`src/rtl/ircam_frame_tx_if.sv`:
```
// Pixel word stream into the frame transmitter; the master drives the data and valid signals,
// and the slave drives ready.
interface ircam_frame_tx_if;
  logic [15:0] pix_data;
  logic        pix_valid;
  logic        pix_ready;

  modport master (output pix_data, output pix_valid, input pix_ready);
  modport slave  (input pix_data, input pix_valid, output pix_ready);
endinterface

```
`src/rtl/ircam_frame_tx.sv`:
```
// Serialises one pixel frame into 8N1 UART bytes (5A 5A LEN PIX.. [CSUM when IRCAM_TX_CHECKSUM_EN]); first start bit the
// cycle after frame_start; a late pixel holds the line idle with pix_ready high until the word arrives.
module ircam_frame_tx #(
  parameter int          PIXELS       = 768,
  parameter int          CLKS_PER_BIT = 1,
  parameter logic [15:0] CLAMP_MAX    = 16'd9999
) (
  input  logic           clk460k,
  input  logic           rst,
  input  logic           frame_start,
  ircam_frame_tx_if.slave pix,
  output logic           UART_TX,
  output logic           busy,
  output logic           frame_done
);

  localparam int PIX_W = $clog2(PIXELS + 1);
  localparam int CLK_W = (CLKS_PER_BIT > 1) ? $clog2(CLKS_PER_BIT) : 1;
  localparam logic [15:0]      LEN      = 16'(2 * PIXELS);
  localparam logic [PIX_W-1:0] PIX_N    = PIX_W'(PIXELS);
  localparam logic [PIX_W-1:0] PIX_LAST = PIX_W'(PIXELS - 1);
  localparam logic [CLK_W-1:0] CLK_LAST = CLK_W'(CLKS_PER_BIT - 1);

  typedef enum logic [3:0] {
    IDLE, HDR0, HDR1, LEN0, LEN1, PIX_LO, PIX_HI,
`ifdef IRCAM_TX_CHECKSUM_EN
    CSUM0, CSUM1,
`endif
    DONE
  } state_t;

  state_t           state;
  logic [3:0]       bit_idx;
  logic [CLK_W-1:0] clk_cnt;
  logic [7:0]       sh;
  logic [15:0]      cur;
  logic [15:0]      pbuf;
  logic             buf_full;
  logic             waiting;
  logic [PIX_W-1:0] pix_cnt;
  logic [PIX_W-1:0] fetch_cnt;
`ifdef IRCAM_TX_CHECKSUM_EN
  logic [15:0]      csum;
`endif

  logic        take;
  logic [15:0] clamped;
  logic        bit_end;
  logic        byte_end;
  logic        to_pix;

  assign pix.pix_ready = ((state == LEN1 || state == PIX_HI) && !buf_full && fetch_cnt < PIX_N)
                       || (state == PIX_LO && waiting);
  assign take     = pix.pix_valid && pix.pix_ready;
  assign clamped  = (pix.pix_data > CLAMP_MAX) ? CLAMP_MAX : pix.pix_data;
  assign bit_end  = (clk_cnt == CLK_LAST);
  assign byte_end = !waiting && bit_end && (bit_idx == 4'd9);
  assign to_pix   = byte_end && (state == LEN1 || (state == PIX_HI && pix_cnt != PIX_LAST));

  always_ff @(posedge clk460k) begin
    if (rst) begin
      state      <= IDLE;
      UART_TX    <= 1'b1;
      busy       <= 1'b0;
      frame_done <= 1'b0;
      bit_idx    <= '0;
      clk_cnt    <= '0;
      sh         <= '0;
      cur        <= '0;
      pbuf       <= '0;
      buf_full   <= 1'b0;
      waiting    <= 1'b0;
      pix_cnt    <= '0;
      fetch_cnt  <= '0;
`ifdef IRCAM_TX_CHECKSUM_EN
      csum       <= '0;
`endif
    end else begin
      frame_done <= 1'b0;

      // A word taken while the line is idle goes straight to the shifter, not the buffer.
      if (take) begin
        fetch_cnt <= fetch_cnt + PIX_W'(1);
`ifdef IRCAM_TX_CHECKSUM_EN
        csum      <= csum + clamped;
`endif
        if (!waiting) begin
          pbuf     <= clamped;
          buf_full <= 1'b1;
        end
      end

      case (state)
        IDLE: begin
          UART_TX <= 1'b1;
          if (frame_start) begin
            state     <= HDR0;
            busy      <= 1'b1;
            UART_TX   <= 1'b0;
            sh        <= 8'h5A;
            bit_idx   <= '0;
            clk_cnt   <= '0;
            pix_cnt   <= '0;
            fetch_cnt <= '0;
            buf_full  <= 1'b0;
            waiting   <= 1'b0;
`ifdef IRCAM_TX_CHECKSUM_EN
            csum      <= 16'h5A5A + LEN;
`endif
          end
        end
        DONE: begin
          state   <= IDLE;
          UART_TX <= 1'b1;
        end
        default: begin
          if (waiting) begin
            if (take) begin
              cur     <= clamped;
              sh      <= clamped[7:0];
              waiting <= 1'b0;
              UART_TX <= 1'b0;
              bit_idx <= '0;
              clk_cnt <= '0;
            end
          end else if (!bit_end) begin
            clk_cnt <= clk_cnt + CLK_W'(1);
          end else if (bit_idx != 4'd9) begin
            clk_cnt <= '0;
            bit_idx <= bit_idx + 4'd1;
            UART_TX <= (bit_idx == 4'd8) ? 1'b1 : sh[bit_idx[2:0]];
          end else begin
            clk_cnt <= '0;
            bit_idx <= '0;
            UART_TX <= 1'b0;
            case (state)
              HDR0:   begin state <= HDR1;   sh <= 8'h5A;      end
              HDR1:   begin state <= LEN0;   sh <= LEN[7:0];   end
              LEN0:   begin state <= LEN1;   sh <= LEN[15:8];  end
              PIX_LO: begin state <= PIX_HI; sh <= cur[15:8];  end
              PIX_HI: begin
                if (pix_cnt == PIX_LAST) begin
`ifdef IRCAM_TX_CHECKSUM_EN
                  state <= CSUM0;
                  sh    <= csum[7:0];
`else
                  state      <= DONE;
                  busy       <= 1'b0;
                  frame_done <= 1'b1;
                  UART_TX    <= 1'b1;
`endif
                end else begin
                  pix_cnt <= pix_cnt + PIX_W'(1);
                end
              end
`ifdef IRCAM_TX_CHECKSUM_EN
              CSUM0:  begin state <= CSUM1; sh <= csum[15:8]; end
              CSUM1: begin
                state      <= DONE;
                busy       <= 1'b0;
                frame_done <= 1'b1;
                UART_TX    <= 1'b1;
              end
`endif
              default: ;
            endcase
          end

          // Next byte is a pixel low byte: use the buffer, a same-cycle transfer, or wait idle.
          if (to_pix) begin
            state <= PIX_LO;
            if (buf_full) begin
              cur      <= pbuf;
              sh       <= pbuf[7:0];
              buf_full <= 1'b0;
            end else if (take) begin
              cur      <= clamped;
              sh       <= clamped[7:0];
              buf_full <= 1'b0;
            end else begin
              waiting <= 1'b1;
              UART_TX <= 1'b1;
            end
          end
        end
      endcase
    end
  end

endmodule

```
`src/flat_wrapper.sv`:
```
// flat-port wrapper written by rule: the top's interface ports become plain ports
module ircam_frame_tx_flat 
#(
  parameter int          PIXELS       = 768,
  parameter int          CLKS_PER_BIT = 1,
  parameter logic [15:0] CLAMP_MAX    = 16'd9999
)
  (clk460k, rst, frame_start, UART_TX, busy, frame_done, pix_pix_data, pix_pix_valid, pix_pix_ready);
  ircam_frame_tx_if pix_i ();
  input  logic clk460k;
  input  logic rst;
  input  logic frame_start;
  output logic UART_TX;
  output logic busy;
  output logic frame_done;
  input wire logic [$bits(pix_i.pix_data)-1:0] pix_pix_data;
  input wire logic [$bits(pix_i.pix_valid)-1:0] pix_pix_valid;
  output wire logic [$bits(pix_i.pix_ready)-1:0] pix_pix_ready;
  assign pix_i.pix_data = pix_pix_data;
  assign pix_i.pix_valid = pix_pix_valid;
  assign pix_pix_ready = pix_i.pix_ready;
  ircam_frame_tx #(.PIXELS(PIXELS), .CLKS_PER_BIT(CLKS_PER_BIT), .CLAMP_MAX(CLAMP_MAX)) u_core (.clk460k(clk460k), .rst(rst), .frame_start(frame_start), .pix(pix_i), .UART_TX(UART_TX), .busy(busy), .frame_done(frame_done));
endmodule
```
`config.mk`:
```
export PLATFORM = sky130hd
export DESIGN_NAME = ircam_frame_tx_flat
export DESIGN_NICKNAME = d
export VERILOG_FILES = /design/src/rtl/ircam_frame_tx_if.sv /design/src/rtl/ircam_frame_tx.sv /design/src/flat_wrapper.sv
export SDC_FILE = /design/constraint.sdc
export NUM_CORES = 1
export LEC_CHECK = 0
export BUFFER_PORTS_ARGS = -buffer_cell sky130_fd_sc_hd__buf_4
export CAP_MARGIN = 20
export CORE_MARGIN = 2
export CORE_UTILIZATION = 61
export CTS_BUF_LIST = sky130_fd_sc_hd__clkbuf_16
export CTS_CLUSTER_DIAMETER = 60
export CTS_CLUSTER_SIZE = 14
export DETAILED_ROUTE_END_ITERATION = 7
export HOLD_SLACK_MARGIN = 0.05
export PLACE_DENSITY = 0.8
export SLEW_MARGIN = 20
export SYNTH_ARGS = -nofsm -noshare
export SYNTH_HDL_FRONTEND = slang
export SYNTH_SLANG_ARGS = --single-unit
export TNS_END_PERCENT = 20
```
`constraint.sdc`:
```
create_clock -name clk460k -period 2.6 [get_ports clk460k]
set_input_delay 0.26 -clock clk460k [delete_from_list [all_inputs] [get_ports clk460k]]
set_output_delay 0.26 -clock clk460k [all_outputs]
set_load 0.005 [all_outputs]
```
=== After elaboration in Yosys (flattened, before gate mapping) ===
Cells that the tools add are included.

* Register bits: 74
* Input bits: 20
* Word-level logic and storage cells: 151
* Output and inout bits: 4

* Order comparisons: 3
* Reductions and logical operators: 26
* Add/subtract/negate cells: 4
* Muxes and demuxes: 79
* Eq/ne operators: 23
* Bitwise gates (word level): 3

{| class="wikitable"
|+ Operators by type and width
! operator !! count
|-
| 16-bit two-way mux || 6
|-
| 10-bit two-way mux || 9
|-
| 8-bit two-way mux || 8
|-
| 4-bit two-way mux || 11
|-
| 1-bit two-way mux || 33
|-
| 8-bit one-hot mux with 4 select lines || 1
|-
| 10-bit by 1-bit adder with 10-bit output, second input constant || 2
|-
| 10-bit one-hot mux with 2 select lines || 1
|-
| 4-bit one-hot mux with 5 select lines || 1
|-
| 4-bit by 3-bit == test with 1-bit output, second input constant || 4
|-
| 16-bit by 14-bit > comparator with 1-bit output, second input constant || 1
|-
| 4-bit one-hot mux with 2 select lines || 2
|-
| 8-bit one-hot mux with 2 select lines || 1
|-
| 7-bit AND reduction || 2
|-
| 4-bit inequality test, second input constant || 3
|-
| 10-bit == test, second input constant || 1
|-
| 10-bit less-than comparator, second input constant || 1
|-
| 10-bit inequality test, second input constant || 1
|-
| 2-bit inequality test, second input constant || 5
|-
| 1-bit one-hot mux with 2 select lines || 5
|-
| 4-bit by 2-bit == test with 1-bit output, second input constant || 2
|-
| 4-bit == test, second input constant || 2
|-
| 1-bit logical AND || 8
|-
| 8-bit nonzero test || 1
|-
| other kinds (19) || 27
|}

=== Logic depth before layout (Yosys ltp) ===
* Word-level depth: 12
* Depth in mapped cells: 8
* Depth with buffers taken out: 6

=== Least setup slack after synthesis ===
OpenSTA, ideal clock, no wires.

* Path type: register to register
* Start point: register u_core.pix_cnt[0]
* End point: register u_core.sh[5]
* Clock period less this slack: 1899 ps
* Arrival time: 1812 ps
* Data required time: 2514 ps
* Library setup time: 86 ps
* Path slack: 701 ps
* Stages on the path, launching flop included: 8
* Cells stage by stage: dfxtp_1 ha_1 and3b_1 and3_1 buf_2 a221o_1 buf_4 a221oi_2

* Longest elaborated chain between the ends: 6

{| class="wikitable"
|+ RTL lines
! what !! line !! source
|-
| from (decl) || ircam_frame_tx.sv:40 || <nowiki>logic [PIX_W-1:0] pix_cnt;</nowiki>
|-
| from (signal assigned) || ircam_frame_tx.sv:153 || <nowiki>pix_cnt <= pix_cnt + PIX_W'(1);</nowiki>
|-
| 10-bit inequality test || ircam_frame_tx.sv:58 || <nowiki>assign to_pix = byte_end && (state == LEN1 || (state == PIX_HI && pix_cnt != PIX_LAST));</nowiki>
|-
| 1-bit logical AND || ircam_frame_tx.sv:58 ||
|-
| 1-bit logical OR || ircam_frame_tx.sv:58 ||
|-
| 1-bit logical AND || ircam_frame_tx.sv:58 ||
|-
| 8-bit two-way mux || ircam_frame_tx.sv:170 || <nowiki>if (to_pix) begin</nowiki>
|-
| 8-bit one-hot mux with 2 select lines || ircam_frame_tx.sv:93 || <nowiki>case (state)</nowiki>
|-
| to (signal assigned) || ircam_frame_tx.sv:120 || <nowiki>sh <= clamped[7:0];</nowiki>
|-
| to (signal assigned) || ircam_frame_tx.sv:174 || <nowiki>sh <= pbuf[7:0];</nowiki>
|-
| to (signal assigned) || ircam_frame_tx.sv:178 || <nowiki>sh <= clamped[7:0];</nowiki>
|-
| to (decl) || ircam_frame_tx.sv:35 || <nowiki>logic [7:0] sh;</nowiki>
|}

Every way passes these cells.
A chain may end at the register's enable or synchronous reset.

=== Final worst setup path ===
* Start point: register u_core.pix_cnt[0]
* End point: register u_core.cur[8]

* Longest elaborated chain between the ends: 5

{| class="wikitable"
|+ RTL lines
! what !! line !! source
|-
| 10-bit inequality test || ircam_frame_tx.sv:58 ||
|-
| 1-bit logical AND || ircam_frame_tx.sv:58 ||
|-
| 1-bit logical OR || ircam_frame_tx.sv:58 ||
|-
| 1-bit logical AND || ircam_frame_tx.sv:58 ||
|-
| 16-bit two-way mux || ircam_frame_tx.sv:170 ||
|-
| to (signal assigned) || ircam_frame_tx.sv:119 || <nowiki>cur <= clamped;</nowiki>
|-
| to (signal assigned) || ircam_frame_tx.sv:173 || <nowiki>cur <= pbuf;</nowiki>
|-
| to (signal assigned) || ircam_frame_tx.sv:177 || <nowiki>cur <= clamped;</nowiki>
|-
| to (decl) || ircam_frame_tx.sv:36 || <nowiki>logic [15:0] cur;</nowiki>
|}

Every way passes these cells.

==> results.json <==
{
  "outcome": "complete, no violations",
  "period_needed_ns": 2.26,
  "internal-power_mw": 1.73,
  "cts_made_buffers": 9,
  "start_util": 0.637,
  "synth_nets": 491,
  "grt_usage": 0.304,
  "clk_pin_slew_ns": 0.06,
  "rr_endpoint": "u_core.cur[8]",
  "fillers": 509,
  "slowest_delay_ns": 0.46,
  "hold_start": "pix_pix_data[12]",
  "grt_max_degree": 48,
  "post-cts-setup-buffer-count": 0,
  "wire_per_inst_um": 18.3,
  "required_ns": 2.85,
  "num_vias": 3745,
  "die_y_um": 82.9,
  "tns_ns": 0,
  "cts_hold_buf": 0,
  "clockPowerShare": 0.474,
  "dieArea_um2": 6860,
  "ys_seq_elements": 64,
  "antenna_found_initial": 0,
  "post_cts_resized": 0,
  "comb_power_share": 0.092,
  "cp_cell_sequence": "ha_1, and3b_1, and3_1, a221o_1, buf_4, o211ai_1, a21oi_1",
  "yosysSeqAreaShare": 0.338,
  "worst-r2r-setup-slack_ns": 0.34,
  "clk_path_buf_depth": 2,
  "switching_power_mw": 0.607,
  "critPathLaunchType": "flop",
  "netlist_instances": 469,
  "cp_max_fo": 10,
  "synth_top_area_cell": "dfxtp_1",
  "drt-initial-drc-count": 392,
  "startpoint": "u_core.pix_cnt[0]",
  "diodes": 0,
  "synth_top_area_frac": 0.338,
  "insertion_delay_ns": 0.33,
  "num_io_pins": 24,
  "dpl_worst_slack_ns": 0.386,
  "synth.distinct_cells": 73,
  "synth_area_leaders": "dfxtp_1 34%, nand2_1 5.1%, a21oi_1 4.4%",
  "holdCritPathClass": "input port to flop",
  "slew_violations": 0,
  "pwr-share-seq": 0.434,
  "regArea_um2": 1280,
  "cts-root-buf": "clkbuf_16",
  "yosysWarnings": 0,
  "drv_cap": 0,
  "hold_depth": 3,
  "die_w_um": 82.9,
  "max_slew_margin": 0.518,
  "grt_pass1_vias": 3527,
  "cts.sinks": 64,
  "drtPass1Iterations": 7,
  "clock_skew_ns": 0.00522,
  "ant_nets": 0,
  "cp_slowest_cell": "a221o_1",
  "multi_input_area_um2": 2300,
  "nets": 505,
  "vdd_ir_drop_max_uv": 406,
  "power_density_nw_per_um2": 546,
  "end_kind": "flop",
  "postSynthAreaPerCell_um2": 8.09,
  "crit_buf_inv": 1,
  "reg2reg_depth": 7,
  "core_region_area_um2": 5960,
  "syn_area_um2": 3790,
  "cp_top_family": "compound AO/OA/AOI/OAI gates",
  "synth_edf_count": 0,
  "cts_htree_levels": 3,
  "routed_wl_um": 10300,
  "yosysMostFrequentCell": "dfxtp_1",
  "fmax_mhz": 442,
  "cts_tree": "yes",
  "tightest_slew_ns": 0.723,
  "netlist_top_cells_count": "64 x dfxtp_1, 52 x nand2_1, 39 x nor2_1, 33 x a21oi_1, 25 x nand3_1",
  "grt_pass1_wl_um": 17100,
  "crit_type": "flop to flop",
  "grt.overflow.total": 0,
  "rsz0062_at_grt": "false",
  "ys.flop_type": "dfxtp_1",
  "numPortBuffers": 23,
  "swShare": 0.260,
  "hold_end": "u_core.pbuf[12]",
  "drive_gt1_frac": 0.150,
  "via_per_inst": 6.65,
  "drcViolationCount": 0,
  "row_count": 28,
  "place_congestion": 1.01,
  "arrival_ns": 2.51,
  "fin_ws_ns": 0.340,
  "setup_viol": 0,
  "fin_crit_sh": 0.869,
  "r2r_start": "u_core.pix_cnt[0]",
  "area_growth_pct": 12.7,
  "synthArstFlopShare": 0,
  "final_hold_viol_count": 0,
  "cellLeakagePower_nw": 1.46,
  "hpwl_um": 7190
}
worst register-to-register path, delay by kind of cell (launching register included):
family	cells	cell delay, ns
AOI/OAI and AO/OA	3	0.72
adders and majority gates	1	0.26
buffers and inverters	1	0.23
DFF	1	0.36
and+or+nand+nor	2	0.61
power by group through the flow:
stage          clock network [mW]  logic (mW)  registers (mW)
2_1_floorplan                   0       0.140            1.03
4_1_cts                      1.11       0.212            1.01
3_5_place_dp                    0       0.211            1.03
5_1_grt                      1.16       0.234            1.01
6_report                     1.11       0.215            1.01
3_3_place_gp                    0       0.207            1.03
layout make-up:
type                    instances  area share
multi-input cells             359       0.538
flip-flops and latches         64       0.300
repair buffers                 38      0.0667
clock buffers                   9      0.0527
well taps                      75      0.0219
clock inverters                 7      0.0108
inverters                      11     0.00966
worst max-delay path by stage:
| stage | endpoint | slack [ns] | cells after the start |
|---|---|---|---|
| 6_report | u_core.cur[8] | 0.34 | 7 |
| 5_1_grt | u_core.cur[8] | 0.14 | 7 |
| 4_1_cts | u_core.cur[8] | 0.37 | 7 |
| 3_5_place_dp | u_core.cur[8] | 0.39 | 7 |
| 3_3_place_gp | u_core.sh[1] | 0.48 | 6 |
| 2_1_floorplan | u_core.sh[5] | 0.70 | 7 |
placed cells by master (no fill, tap or decap), types with 3 or more instances in the layout:
| master | Yosys | layout |
|---|---|---|
| a2111oi_4 | 3 | 3 |
| a211oi_1 | 14 | 14 |
| a21oi_1 | 33 | 33 |
| a221oi_1 | 7 | 7 |
| a22oi_1 | 3 | 3 |
| a31oi_1 | 4 | 4 |
| a32o_1 | 3 | 3 |
| a41o_1 | 3 | 3 |
| and2_1 | 6 | 6 |
| and3_1 | 6 | 6 |
| and3b_1 | 3 | 3 |
| and4_1 | 5 | 5 |
| buf_4 | 5 | 38 |
| clkbuf_16 | 0 | 9 |
| dfxtp_1 | 64 | 64 |
| inv_1 | 11 | 11 |
| mux2i_1 | 3 | 3 |
| nand2_1 | 52 | 52 |
| nand2b_1 | 6 | 6 |
| nand3_1 | 25 | 25 |
| nand4_1 | 8 | 8 |
| nor2_1 | 39 | 39 |
| nor2b_1 | 5 | 5 |
| nor3_1 | 19 | 19 |
| nor3b_1 | 4 | 4 |
| o211ai_1 | 7 | 7 |
| o21a_1 | 4 | 4 |
| o21ai_0 | 13 | 13 |
| o21ai_1 | 3 | 3 |
| o31ai_1 | 13 | 13 |
| o41ai_1 | 3 | 3 |
| or2_2 | 3 | 3 |
| or3_1 | 5 | 5 |
| xnor2_1 | 6 | 6 |
| xor2_1 | 4 | 4 |
per-layer routing:
layer | track usage | part of all wire
met1 | 0.401 | 0.45
met2 | 0.493 | 0.46
met3 | 0.0626 | 0.067
met4 | 0.109 | 0.028
met5 | 0 | 0
per-stage QoR:
stage                     cell area, um2  hold slack [ns]  utilization  cells  power [mW]
final                               4280            0.214        0.718    563        2.33
after global routing                4280            0.225        0.718    563        2.41
after CTS                           4280            0.210        0.718    563        2.34
after detailed placement            4000            0.447        0.672    547        1.24
after global placement              4000            0.438        0.672    547        1.24
after floorplan                     3790            0.407            -    469        1.17
cells by family after synthesis:
kind of cell               share of synthesized area
muxes                                         0.0198
buffers and inverters                         0.0551
xor gates and xnor gates                      0.0231
AOI/OAI and AO/OA                              0.288
DFF                                            0.338
adders and majority gates                    0.00660
and+or+nand+nor                                0.270
sequential cells by signal, summed over array words and instances (netlist names):
| name | flops |
|---|---|
| u_core.UART_TX | 1 |
| u_core.bit_idx | 4 |
| u_core.buf_full | 1 |
| u_core.busy | 1 |
| u_core.cur | 8 |
| u_core.fetch_cnt | 10 |
| u_core.frame_done | 1 |
| u_core.pbuf | 16 |
| u_core.pix_cnt | 10 |
| u_core.sh | 8 |
| u_core.state | 3 |
| u_core.waiting | 1 |
(Power assumes the default switching activity.)
